[src/rtl/xor_arb_pkg.sv]
// Shared definitions for the shared-XOR arbiter.
//   xor_arb_state_t : FSM encoding (idle, waiting for gate settle, response held)
//   clog2_min1      : ceil(log2(v)) with a floor of 1, used to size index/counter fields
package xor_arb_pkg;

  typedef enum logic [1:0] {
    ST_IDLE   = 2'd0,
    ST_SETTLE = 2'd1,
    ST_RESP   = 2'd2
  } xor_arb_state_t;

  function automatic int clog2_min1(input int v);
    int r;
    r = 0;
    for (int i = 0; i < 31; i++) begin
      if ((1 << i) < v) r = i + 1;
    end
    return (r < 1) ? 1 : r;
  endfunction

endpackage

[src/rtl/xor_arb_rr_pick.sv]
// Combinational round-robin picker.
//   req_i        : request vector
//   ptr_i        : highest-priority slot this round
//   gnt_onehot_o : one-hot of the first requesting slot at or after ptr_i (wrapping)
//   gnt_idx_o    : index of that slot
//   any_o        : at least one request present
module xor_arb_rr_pick
  import xor_arb_pkg::*;
#(
  parameter int NREQ = 4,
  parameter int PW   = clog2_min1(NREQ)
) (
  input  logic [NREQ-1:0] req_i,
  input  logic [PW-1:0]   ptr_i,
  output logic [NREQ-1:0] gnt_onehot_o,
  output logic [PW-1:0]   gnt_idx_o,
  output logic            any_o
);

  int j;

  // Walk offsets from farthest to nearest so the slot closest to ptr_i wins last.
  always_comb begin
    j            = 0;
    gnt_idx_o    = '0;
    any_o        = 1'b0;
    gnt_onehot_o = '0;
    for (int k = NREQ - 1; k >= 0; k--) begin
      j = int'(ptr_i) + k;
      if (j >= NREQ) j = j - NREQ;
      if (req_i[j]) begin
        gnt_idx_o = PW'(j);
        any_o     = 1'b1;
      end
    end
    if (any_o) gnt_onehot_o[gnt_idx_o] = 1'b1;
  end

endmodule

[src/rtl/xor_share_arbiter.sv]
// Time-multiplexes one shared W-bit XOR gate package among NREQ requesters.
// Round-robin grant, operands held on xor_a/xor_b for SETTLE cycles, then
// xor_y is captured and returned to the granted requester.
//
// Handshakes: a transfer happens on a rising edge where valid and ready are
// both high for the same requester; ready never depends on the matching
// valid being held afterwards, and valid may drop at any time before grant.
//
// Ports:
//   clk, rst            : clock, synchronous active-high reset
//   req_valid/req_ready : request handshake, req_ready one-hot, only in idle
//   req_a, req_b        : packed operands, requester i at [i*W +: W]
//   rsp_valid/rsp_ready : response handshake, rsp_valid one-hot to granted slot
//   rsp_y               : captured result, stable while rsp_valid is high
//   xor_a, xor_b, xor_y : pins of the shared XOR package
//   busy                : high whenever not idle
//   err                 : (XOR_ARB_CHECK_EN only) sticky gate-result mismatch
//   dbg_state           : current FSM state
// Optional build macro: XOR_ARB_CHECK_EN adds the reference compare and err.
module xor_share_arbiter
  import xor_arb_pkg::*;
#(
  parameter int NREQ   = 4,
  parameter int W      = 4,
  parameter int SETTLE = 2
) (
  input  logic              clk,
  input  logic              rst,
  input  logic [NREQ-1:0]   req_valid,
  input  logic [NREQ*W-1:0] req_a,
  input  logic [NREQ*W-1:0] req_b,
  output logic [NREQ-1:0]   req_ready,
  output logic [NREQ-1:0]   rsp_valid,
  output logic [W-1:0]      rsp_y,
  input  logic [NREQ-1:0]   rsp_ready,
  output logic [W-1:0]      xor_a,
  output logic [W-1:0]      xor_b,
  input  logic [W-1:0]      xor_y,
  output logic              busy,
`ifdef XOR_ARB_CHECK_EN
  output logic              err,
`endif
  output xor_arb_state_t    dbg_state
);

  localparam int PW = clog2_min1(NREQ);
  localparam int CW = clog2_min1(SETTLE);

  xor_arb_state_t state_q, state_d;
  logic [PW-1:0]  ptr_q, ptr_d;
  logic [PW-1:0]  gnt_q, gnt_d;
  logic [W-1:0]   op_a_q, op_a_d;
  logic [W-1:0]   op_b_q, op_b_d;
  logic [W-1:0]   rsp_y_q, rsp_y_d;
  logic [CW-1:0]  cnt_q, cnt_d;
  logic           capture;

  logic [NREQ-1:0] pick_onehot;
  logic [PW-1:0]   pick_idx;
  logic            pick_any;

  xor_arb_rr_pick #(.NREQ(NREQ), .PW(PW)) u_pick (
    .req_i        (req_valid),
    .ptr_i        (ptr_q),
    .gnt_onehot_o (pick_onehot),
    .gnt_idx_o    (pick_idx),
    .any_o        (pick_any)
  );

  always_comb begin
    state_d   = state_q;
    ptr_d     = ptr_q;
    gnt_d     = gnt_q;
    op_a_d    = op_a_q;
    op_b_d    = op_b_q;
    rsp_y_d   = rsp_y_q;
    cnt_d     = cnt_q;
    capture   = 1'b0;
    req_ready = '0;
    rsp_valid = '0;
    case (state_q)
      ST_IDLE: begin
        // The picker only selects a slot whose valid is high, so any grant
        // offered here is also a completed handshake.
        if (!rst) begin
          req_ready = pick_onehot;
          if (pick_any) begin
            op_a_d  = req_a[pick_idx*W +: W];
            op_b_d  = req_b[pick_idx*W +: W];
            gnt_d   = pick_idx;
            cnt_d   = CW'(SETTLE - 1);
            state_d = ST_SETTLE;
          end
        end
      end
      ST_SETTLE: begin
        if (cnt_q == '0) begin
          rsp_y_d = xor_y;
          capture = 1'b1;
          state_d = ST_RESP;
        end else begin
          cnt_d = cnt_q - CW'(1);
        end
      end
      ST_RESP: begin
        rsp_valid[gnt_q] = 1'b1;
        if (rsp_ready[gnt_q]) begin
          ptr_d   = (gnt_q == PW'(NREQ - 1)) ? '0 : gnt_q + PW'(1);
          state_d = ST_IDLE;
        end
      end
      default: state_d = ST_IDLE;
    endcase
  end

  always_ff @(posedge clk) begin
    if (rst) begin
      state_q <= ST_IDLE;
      ptr_q   <= '0;
      gnt_q   <= '0;
      op_a_q  <= '0;
      op_b_q  <= '0;
      rsp_y_q <= '0;
      cnt_q   <= '0;
    end else begin
      state_q <= state_d;
      ptr_q   <= ptr_d;
      gnt_q   <= gnt_d;
      op_a_q  <= op_a_d;
      op_b_q  <= op_b_d;
      rsp_y_q <= rsp_y_d;
      cnt_q   <= cnt_d;
    end
  end

  // Operand registers drive the package pins directly and are never cleared
  // between transactions.
  assign xor_a     = op_a_q;
  assign xor_b     = op_b_q;
  assign rsp_y     = rsp_y_q;
  assign busy      = (state_q != ST_IDLE);
  assign dbg_state = state_q;

`ifdef XOR_ARB_CHECK_EN
  logic err_q;
  always_ff @(posedge clk) begin
    if (rst) begin
      err_q <= 1'b0;
    end else if (capture && (xor_y != (op_a_q ^ op_b_q))) begin
      err_q <= 1'b1;
    end
  end
  assign err = err_q;
`endif

endmodule

[config.mk]
export PLATFORM = sky130hd
export DESIGN_NAME = xor_share_arbiter
export DESIGN_NICKNAME = d
export VERILOG_FILES = /design/src/rtl/xor_arb_pkg.sv /design/src/rtl/xor_arb_rr_pick.sv /design/src/rtl/xor_share_arbiter.sv
export SDC_FILE = /design/constraint.sdc
export NUM_CORES = 1
export LEC_CHECK = 0
export CORE_UTILIZATION = 33
export CTS_CLUSTER_SIZE = 10
export DETAILED_ROUTE_END_ITERATION = 10
export PLACE_DENSITY = 0.72
export SLEW_MARGIN = 30
export SYNTH_ARGS = -nofsm -noshare
export SYNTH_HDL_FRONTEND = slang
export SYNTH_SLANG_ARGS = --single-unit
[constraint.sdc]
create_clock -name clk -period 2 [get_ports clk]
set_clock_uncertainty 0.1 [all_clocks]
set_input_delay 0.4 -clock clk [delete_from_list [all_inputs] [get_ports clk]]
set_output_delay 0.4 -clock clk [all_outputs]
set_load 0.005 [all_outputs]
==> results of run 1 <==
## cell families (layout without fill, tap and decap cells)
family                   count (synthesis)  count (layout)  synth area share, %
AND/OR/NAND/NOR                         42              42                 18.1
AO/OA/AOI/OAI                           17              17                 16.9
adder cells (fa/ha/maj)                  4               4                 4.42
flip-flops                              19              19                 33.6
multiplexers                            24              24                 22.3
buffers and inverters                   11             112                 4.75
## registers in the layout, indices dropped and copies added, names as in the netlist
name	flops
rsp_y	4
xor_a	4
xor_b	4
dbg_state	2
gnt_q	2
ptr_q	2
cnt_q	1
## cells in the mapped netlist (all sizes together)
cell	count	share of area, %
or2	1	0.55
a2111oi	1	0.77
clkbuf	2	0.99
inv	7	2.3
mux2i	23	20
or3	1	0.55
nor4	1	0.55
o221a	2	2.0
a21o	1	0.66
a21oi	3	1.3
dfxtp	19	34
or4	1	0.99
mux4	1	2.0
o22a	2	1.5
and2b	1	0.66
ha	4	4.4
buf	2	1.4
o221ai	8	11
nand3	1	0.88
nor3	2	1.3
and2	4	2.2
nor2b	2	1.1
nor2	18	6.0
nand2	10	3.3
## through the flow
step                total power [µW]  instance area [µm²]  utilization [%]  instances  worst slack [ns]
floorplan                        644                 1130                -        117           -0.0140
global placement                 894                 2010             63.7        247            -0.917
detailed placement               908                 2010             63.7        247            -0.943
CTS                             1130                 2120             67.3        259            -0.350
global route                    1250                 2260             71.8        262            -0.406
finish                          1180                 2260             71.8        262            -0.308
## per-layer routing
layer  share of wire [%]  vias up  wire [µm]  global-route usage (%)
met2                  55       47       2020                    40.5
met3                 6.0       10        222                    5.33
li1                    -      630          -                       -
met1                  37      594       1370                    21.9
met5                   0        -          0                       0
met4                 2.4        0         88                    4.87
## cell type report
type | count | area (µm²)
Tap cell | 44 | 55.1
Inverter | 7 | 26.3
Multi-Input combinational cell | 87 | 813
Fill cell | 254 | 890
Clock buffer | 4 | 26.3
Sequential cell | 19 | 387
Timing Repair Buffer | 101 | 956
## what timing repair did
item,CTS,global route
cloned,0,1
setup buffers,9,4
pin swaps,10,7
hold buffers,0,0
endpoints found under the setup margin,17,14
gates resized for setup,44,28
## path summary, 6_finish.rpt
check	start	end	slack, ns	cells past startpoint
worst min-delay path	xor_b[3]$_SDFFE_PP0P_	xor_b[3]$_SDFFE_PP0P_	0.38	2
worst max register to register	ptr_q[0]$_SDFFE_PP0P_	xor_b[0]$_SDFFE_PP0P_	-0.17	10
worst min register to register	xor_b[3]$_SDFFE_PP0P_	xor_b[3]$_SDFFE_PP0P_	0.38	2
worst max-delay path	ptr_q[0]$_SDFFE_PP0P_	req_ready[0]	-0.31	6
## critical path, cell delays in order (launching register included)
cell,delay (ns)
dfxtp_2,0.33
and2b_2,0.23
nor2_2,0.03
o22a_1,0.20
or4_4,0.50
nor2_1,0.10
buf_2,0.11
## power by group through the flow
stage	registers [µW]	clock network (µW)	logic, µW
after floorplan	461	0	183
after global placement	455	0	439
after detailed placement	456	0	452
after CTS	449	201	478
after global routing	456	220	574
final	450	192	533
==> flow_metrics.py, run 1 <==
metrics = {
    "synth": {
        "syn_nets": 167,
        "netlist_area_mm2": 0.00113,
        "netlist_instances": 117,
        "synth_warnings": 0,
        "ys_ff_latch": 19,
        "synth_seq_area_share_pct": 33.6,
        "synthDistinctLibCells": 27,
        "avgSynthCellArea_um2": 9.69,
    },
    "clocking": {
        "cts_buffers": 3,
        "htreeDepth": 1,
        "clockBufferDepth": 2,
        "clock_latency_ns": 0.29,
        "numClockSinks": 19,
        "clk_pin_slew_ns": 0.11,
        "cts_tree": "yes",
        "root_buffer": "clkbuf_4",
    },
    "route": {
        "wl_um": 3710,
        "vias": 1281,
        "route.detailed.drc": 0,
        "ant_nets": 0,
        "dr.pass1.iters": 4,
        "via_per_inst": 4.89,
        "detail_route.wl_per_cell_um": 14.1,
        "drt_iter0_drc": 16,
    },
    "setup_path": {
        "cp_max_fo": 3,
        "worstPathArrival_ns": 1.81,
        "worst_setup_path_end_kind": "output port",
        "worstSetupPathType": "reg2out",
        "cp-start-kind": "flop",
        "crit_required_ns": 1.50,
    },
    "floorplanning": {
        "fp-row-count": 20,
        "coreArea_mm2": 0.00315,
        "fp.dieH_um": 60.6,
        "die_w_um": 60.6,
        "boundaryPins": 69,
        "dieArea_mm2": 0.00367,
        "start_util_pct": 36.0,
    },
    "pwr": {
        "sequentialPowerShare_pct": 38.3,
        "power.leakage_uw": 0.000941,
        "clkPwrFrac_pct": 16.4,
        "peakVddDrop_v": 0.000577,
        "power.internal_uw": 832,
        "switching_share_pct": 29.2,
        "pwr-share-comb_pct": 45.4,
        "power.switching_uw": 343,
        "powerDensity_mw_per_mm2": 519,
    },
    "timing": {
        "tightest_slew_ns": 0.442,
        "fmax_mhz": 433,
        "min_period_ns": 2.31,
        "hold_slack_ns": 0.382,
        "rsz0062_at_grt": "yes",
        "maxSlewViolCount": 0,
        "relSlewSlack_pct": 70.4,
        "period_share_pct": 115,
        "final.setup.tns_ns": -2.17,
        "fin_ws_ns": -0.308,
        "setup_violations": 11,
        "hold_violations": 0,
    },
    "run_status": {
        "outcome": "finished, violations left",
        "failed_checks": "setup timing",
    },
    "placement": {
        "place_congestion": 0.794,
        "port_buffers": 68,
        "hpwl_um": 2790,
    },
    "grt": {
        "grt.overflow.total": 0,
        "antenna_found_initial": 0,
        "grt_pass1_wl_um": 5630,
        "grt_pass1_vias": 1293,
        "grt_max_degree": 13,
        "grt.total_usage_pct": 20.7,
    },
    "flow_run": {
        "drv_cap": 0,
    },
    "final_layout": {
        "nets": 269,
        "diodes": 0,
        "layout_common_cells": "clkdlybuf4s50_1, buf_4, nor2_1, mux2i_1, dfxtp_1",
        "drive_gt1_share_pct": 36.2,
        "area_growth_pct": 99.7,
        "final_common_cell": "clkdlybuf4s50_1",
    },
    "worst_hold_path": {
        "min_path_type": "reg2reg",
    },
}
(Power assumes the default switching activity.)
==> run 2, diff against run 1 <==
--- a/config.mk
+++ b/config.mk
@@ -5,11 +5,14 @@
 export SDC_FILE = /design/constraint.sdc
 export NUM_CORES = 1
 export LEC_CHECK = 0
-export CORE_UTILIZATION = 33
+export CORE_ASPECT_RATIO = 1.5
+export CORE_UTILIZATION = 36
 export CTS_CLUSTER_SIZE = 10
 export DETAILED_ROUTE_END_ITERATION = 10
-export PLACE_DENSITY = 0.72
+export GPL_ROUTABILITY_DRIVEN = 0
+export PLACE_DENSITY = 0.74
 export SLEW_MARGIN = 30
 export SYNTH_ARGS = -nofsm -noshare
 export SYNTH_HDL_FRONTEND = slang
+export SYNTH_HIERARCHICAL = 1
 export SYNTH_SLANG_ARGS = --single-unit
==> run 2 against run 1 <==
Effect of this change:
- core utilization down 5.9 points
- critical endpoint is now xor_b[0]$_SDFFE_PP0P_
- the run still ends with setup timing left
- via count up 9.8%
- sequential cell count unchanged
==> flow_metrics.py, run 2 <==
metrics = {
    "clocking": {
        "clock_latency_ns": 0.24,
        "root_buffer": "clkbuf_8",
        "numClockSinks": 19,
        "htreeDepth": 1,
        "cts_buffers": 3,
        "cts_tree": "yes",
        "clk_pin_slew_ns": 0.07,
        "cts_hold_buf": 0,
        "clockBufferDepth": 2,
    },
    "grt": {
        "grt.total_usage_pct": 19.6,
        "antenna_found_initial": 0,
        "grt_max_degree": 22,
        "grt.overflow.total": 0,
        "grt_pass1_wl_um": 6090,
        "grt_pass1_vias": 1462,
    },
    "route": {
        "ant_nets": 0,
        "wl_met3_um": 161,
        "wl_um": 3800,
        "wl_met2_um": 2120,
        "dr.pass1.iters": 4,
        "drt_iter0_drc": 29,
        "via_per_inst": 5.17,
        "detail_route.wl_per_cell_um": 14.0,
        "route.detailed.drc": 0,
        "top_layer": "met4",
        "vias": 1406,
        "m1WireLength_um": 1400,
    },
    "timing": {
        "period_share_pct": 109,
        "setup_violations": 9,
        "tightest_slew_ns": 0.388,
        "maxSlewViolCount": 0,
        "hold_violations": 0,
        "rsz0062_at_grt": "yes",
        "hold_slack_ns": 0.368,
        "relSlewSlack_pct": 74.1,
        "fmax_mhz": 459,
        "min_period_ns": 2.18,
        "fin_ws_ns": -0.180,
        "final.setup.tns_ns": -1.28,
    },
    "pwr": {
        "power.leakage_uw": 0.000932,
        "powerDensity_mw_per_mm2": 526,
        "total_power_uw": 1210,
        "peakVddDrop_v": 0.000504,
    },
    "floorplanning": {
        "dieArea_mm2": 0.00399,
        "boundaryPins": 69,
        "die_w_um": 51.9,
        "coreArea_mm2": 0.00348,
        "fp.dieH_um": 76.8,
        "fp-row-count": 26,
        "start_util_pct": 38.6,
    },
    "synth": {
        "synth_top_area_cell": "dfxtp_1",
        "yosys.area.top_type_share_pct": 28.3,
        "yosys-top-cells-area": "dfxtp_1, mux4_2, mux2i_1",
        "yosysMostFrequentCell": "nand2_1",
        "syn_nets": 195,
        "synthDistinctLibCells": 40,
        "synth_seq_area_share_pct": 28.3,
        "synth_ff_type": "dfxtp_1",
        "ys_ff_latch": 19,
        "synth_warnings": 6,
        "netlist_area_mm2": 0.00134,
        "netlist_instances": 145,
        "async_flop_share_pct": 0,
        "avgSynthCellArea_um2": 9.27,
        "synth_enable_flop_cells": 0,
        "synth_common_cells": "nand2_1, dfxtp_1, a21oi_1",
    },
    "setup_path": {
        "worstSetupPathType": "reg2reg",
        "worstPathArrival_ns": 2.21,
        "crit_required_ns": 2.03,
        "cp_max_fo": 7,
        "worst_setup_path_end_kind": "flop",
        "reg2reg_setup_slack_ns": -0.18,
        "cp-start-kind": "flop",
    },
    "final_layout": {
        "nFillCells": 277,
        "nets": 281,
        "drive_gt1_share_pct": 30.9,
        "diodes": 0,
        "area_growth_pct": 70.7,
        "layout_common_cells": "clkdlybuf4s50_1, buf_4, nand2_1, dfxtp_1",
        "final_common_cell": "clkdlybuf4s50_1",
    },
    "worst_hold_path": {
        "min_path_type": "reg2reg",
    },
    "placement": {
        "port_buffers": 68,
        "post-place-ws_ns": -0.588,
        "hpwl_um": 2890,
    },
    "run_status": {
        "outcome": "finished, violations left",
        "failed_checks": "setup timing",
    },
    "flow_run": {
        "drv_cap": 0,
    },
}
-- run 2: cell count changes after synthesis, sizes merged, moves of 4 or more --
| cell | delta |
|---|---|
| and2 | +5 |
| o21ai | +4 |
| buf | +7 |
| o221ai | -8 |
| nor2 | -9 |
| mux2i | -15 |
| mux4 | +8 |
| nand2 | +11 |
| a21oi | +13 |
-- run 2: layer usage --
| layer | up-vias | GRT usage [%] |
|---|---|---|
| li1 | 676 | - |
| met1 | 661 | 19.7 |
| met2 | 57 | 36.5 |
| met3 | 12 | 2.98 |
| met4 | 0 | 10.0 |
| met5 | - | 0 |
-- run 2: metrics by stage --
step | instance area [µm²] | utilization [%] | std cells
4_1_cts | 2230 | 64.2 | 271
3_5_place_dp | 2110 | 60.7 | 260
6_report | 2290 | 65.9 | 272
3_3_place_gp | 2110 | 60.7 | 260
2_1_floorplan | 1340 | - | 145
5_1_grt | 2290 | 65.9 | 272
-- run 2: worst paths after layout --
kind | start | end | cells after the start
max | ptr_q[1]$_SDFFE_PP0P_ | xor_b[0]$_SDFFE_PP0P_ | 8
min | xor_b[3]$_SDFFE_PP0P_ | xor_b[3]$_SDFFE_PP0P_ | 2
max reg2reg | ptr_q[1]$_SDFFE_PP0P_ | xor_b[0]$_SDFFE_PP0P_ | 8
min reg2reg | xor_b[3]$_SDFFE_PP0P_ | xor_b[3]$_SDFFE_PP0P_ | 2
-- run 2: logic make-up after synthesis --
logic type               after synthesis  synth area share (%)
multiplexers                          19                  23.0
AND/OR/NAND/NOR                       53                  21.4
flip-flops                            19                  28.3
AO/OA/AOI/OAI                         31                  15.2
adder cells (fa/ha/maj)                4                  3.72
buffers and inverters                 19                  8.38
-- run 2: critical path, stage by stage (launching register included) --
cell and delay [ns]:
dfxtp_4 0.40, buf_6 0.10, mux2i_1 0.23, o22ai_1 0.12, a31oi_1 0.23, buf_4 0.22
mux4_2 0.53, nand2_2 0.08, a21oi_2 0.05
-- run 2: what timing repair did --
item,in CTS,in global routing
cloned,1,0
pin swaps,2,9
gates resized for setup,39,21
endpoints found under the setup margin,18,13
setup buffers,6,1
-- run 2: layout make-up --
class                      count  area (µm²)  area share [%]
multi-input combinational    107         916            39.9
timing repair buffer          92         860            37.5
sequential                    19         390            17.0
tap                           42        52.6            2.29
clock buffer                   4        45.0            1.96
inverter                       8        30.0            1.31
-- run 2: where the power goes --
group | switching [µW] | internal (µW) | leakage [µW] | total, µW
logic | 197 | 310 | 0.000751 | 507
clock network | 111 | 141 | 0.0000228 | 252
registers | 29.4 | 419 | 0.000158 | 448
==> RTL edit, RTL diff (flow settings as in run 1) <==
Put one more register stage on the output `dbg_state`. The value now appears one clock later. The other outputs are not delayed to match.
--- a/src/rtl/xor_share_arbiter.sv
+++ b/src/rtl/xor_share_arbiter.sv
@@ -140,5 +140,7 @@
   assign rsp_y     = rsp_y_q;
   assign busy      = (state_q != ST_IDLE);
-  assign dbg_state = state_q;
+  always_ff @(posedge clk) begin
+    dbg_state <= state_q;
+  end
 
 `ifdef XOR_ARB_CHECK_EN
Check against the original RTL: not equivalent (Yosys sat finds a counterexample within 4 cycles, from zero or initial values and one cycle with rst high).
==> RTL edit against run 1 <==
- the run still ends with negative setup slack left
- largest cell class unchanged
- synthesized cell count is 15% higher
- wire length is 8.1% higher
- fmax is 11% higher
- worst setup slack better by 0.23 ns
- sequential cell count is 2 higher
- design area is 0.72% lower
- area after synthesis is 7.4% higher
- total power is 8.2% higher
==> RTL edit: results (changes against run 1) <==
finish:
  final_net_count: 281  # was 269
  fillers: 297  # was 254
  drive_gt1_frac: 0.309  # was 0.362
placed_design:
  dp.cells: 265  # was 247
  gp_congestion: 0.814  # was 0.794
clock_tree:
  clk_latency_ns: 0.26  # was 0.29 ns
  cts_root_buf: "clkbuf_8"  # was clkbuf_4
yosys:
  syn_nets: 184  # was 167
  yosys-top-cells-count: "dfxtp_1 (21), a21oi_1 (13), nor2_1 (12), a221o_1 (9)"  # was mux2i_1 (23), dfxtp_1 (19), nor2_1 (18), nand2_1 (10), o221ai_2 (8)
  synthTopCellsByArea: "dfxtp_1 (35%), a221o_1 (7.4%), mux2_4 (7.4%)"  # was dfxtp_1 (34%), mux2i_1 (20%), o221ai_2 (11%)
grt:
  grt_pass1_vias: 1444  # was 1293
  grtUsageTotal: 0.210  # was 0.207
sta:
  setup_violations: 4  # was 11
  layout_setup_ws_ns: -0.0756  # was -0.308 ns
  worstMarginPinSlew_ns: 0.630  # was 0.442 ns
critical_path:
  r2r_slack_ns: 0.01  # was -0.17 ns
  crit_arrival_ns: 1.58  # was 1.81 ns
  r2r_cells: 6  # was 10
  crit_path_start: "req_valid[0]"  # was ptr_q[0]
  crit_end: "req_ready[3]"  # was req_ready[0]
route:
  via_per_inst: 5.08  # was 4.89
  wl_per_cell_um: 14.5  # was 14.1 um
  routed-wl-met2_mm: 2.03  # was 2.02 mm
  drt_wl_total_mm: 4.01  # was 3.71 mm
pwr:
  ir_worst_vdd_mv: 0.325  # was 0.577 mV
floorplan:
  dieArea_um2: 3940  # was 3670 um^2
outcome:
  status: "finished, violations left"  # unchanged
  violations: "negative setup slack"  # unchanged
## RTL edit: changes by cell type after synthesis, moves of 6 or more
cell	change
a21oi_1	+10
a221o_1	+9
mux2_4	+6
mux2i_1	-17
nand3_1	+8
nor2_1	-6
o21ai_0	+8
o221ai_2	-8
## RTL edit: kinds of logic after synthesis
kind of cell | Yosys count | synth area share
simple gates | 51 | 0.222
compound gates | 34 | 0.196
flops | 21 | 0.345
mux | 15 | 0.160
buf+inv | 9 | 0.0349
fa+ha+maj | 4 | 0.0411
## RTL edit: cell type report
class / instances / share of cell area
Inverter: 4 / 0.00668
Clock buffer: 3 / 0.0184
Multi-Input combinational cell: 104 / 0.370
Clock inverter: 1 / 0.00223
Timing Repair Buffer: 97 / 0.386
Tap cell: 46 / 0.0256
Sequential cell: 21 / 0.191
## RTL edit: how the worst min path moves through the flow
stage	from	end	slack, ns	depth (start not counted)
3_5_place_dp	xor_b[1]	xor_b[1]	0.37	1
2_1_floorplan	state_q[1]	dbg_state[1]	0.28	0
6_report	state_q[1]	dbg_state[1]	0.39	1
5_1_grt	state_q[1]	dbg_state[1]	0.40	1
3_3_place_gp	state_q[1]	dbg_state[1]	0.36	1
4_1_cts	state_q[1]	dbg_state[1]	0.39	1
## RTL edit: metrics by stage
step                      area, um^2  setup TNS (ns)  setup slack (ns)
after floorplan                 1220               0            0.0356
after global placement          2100           -7.43            -0.851
after detailed placement        2100           -8.55            -0.886
after CTS                       2240          -0.220           -0.0744
after global routing            2250          -0.803            -0.137
final                           2250          -0.203           -0.0756
## RTL edit: routing by layer
metal,track usage,vias to the layer above
met1,0.226,646
met5,0,-
met4,0.0640,0
li1,-,681
met3,0.0547,6
met2,0.394,68
## RTL edit: worst max-delay path, cell delays in order
cell	delay, ns
buf_2	0.11
buf_6	0.12
nor2b_2	0.16
o21bai_1	0.17
nand4b_1	0.17
buf_4	0.18
nor3_2	0.13
buf_2	0.13
## RTL edit: power breakdown
part	internal, mW	leakage, nW	switching, mW
sequential	0.466	0.175	0.0284
combinational	0.309	0.744	0.187
clock	0.139	0.0255	0.143
## RTL edit: repair_timing
| item | in CTS | in global routing |
|---|---|---|
| buffers inserted | 7 | 1 |
| hold endpoints to repair | 0 | 0 |
| gates resized for setup | 54 | 6 |
| setup endpoints to repair | 16 | 12 |
| pin swaps | 8 | 5 |
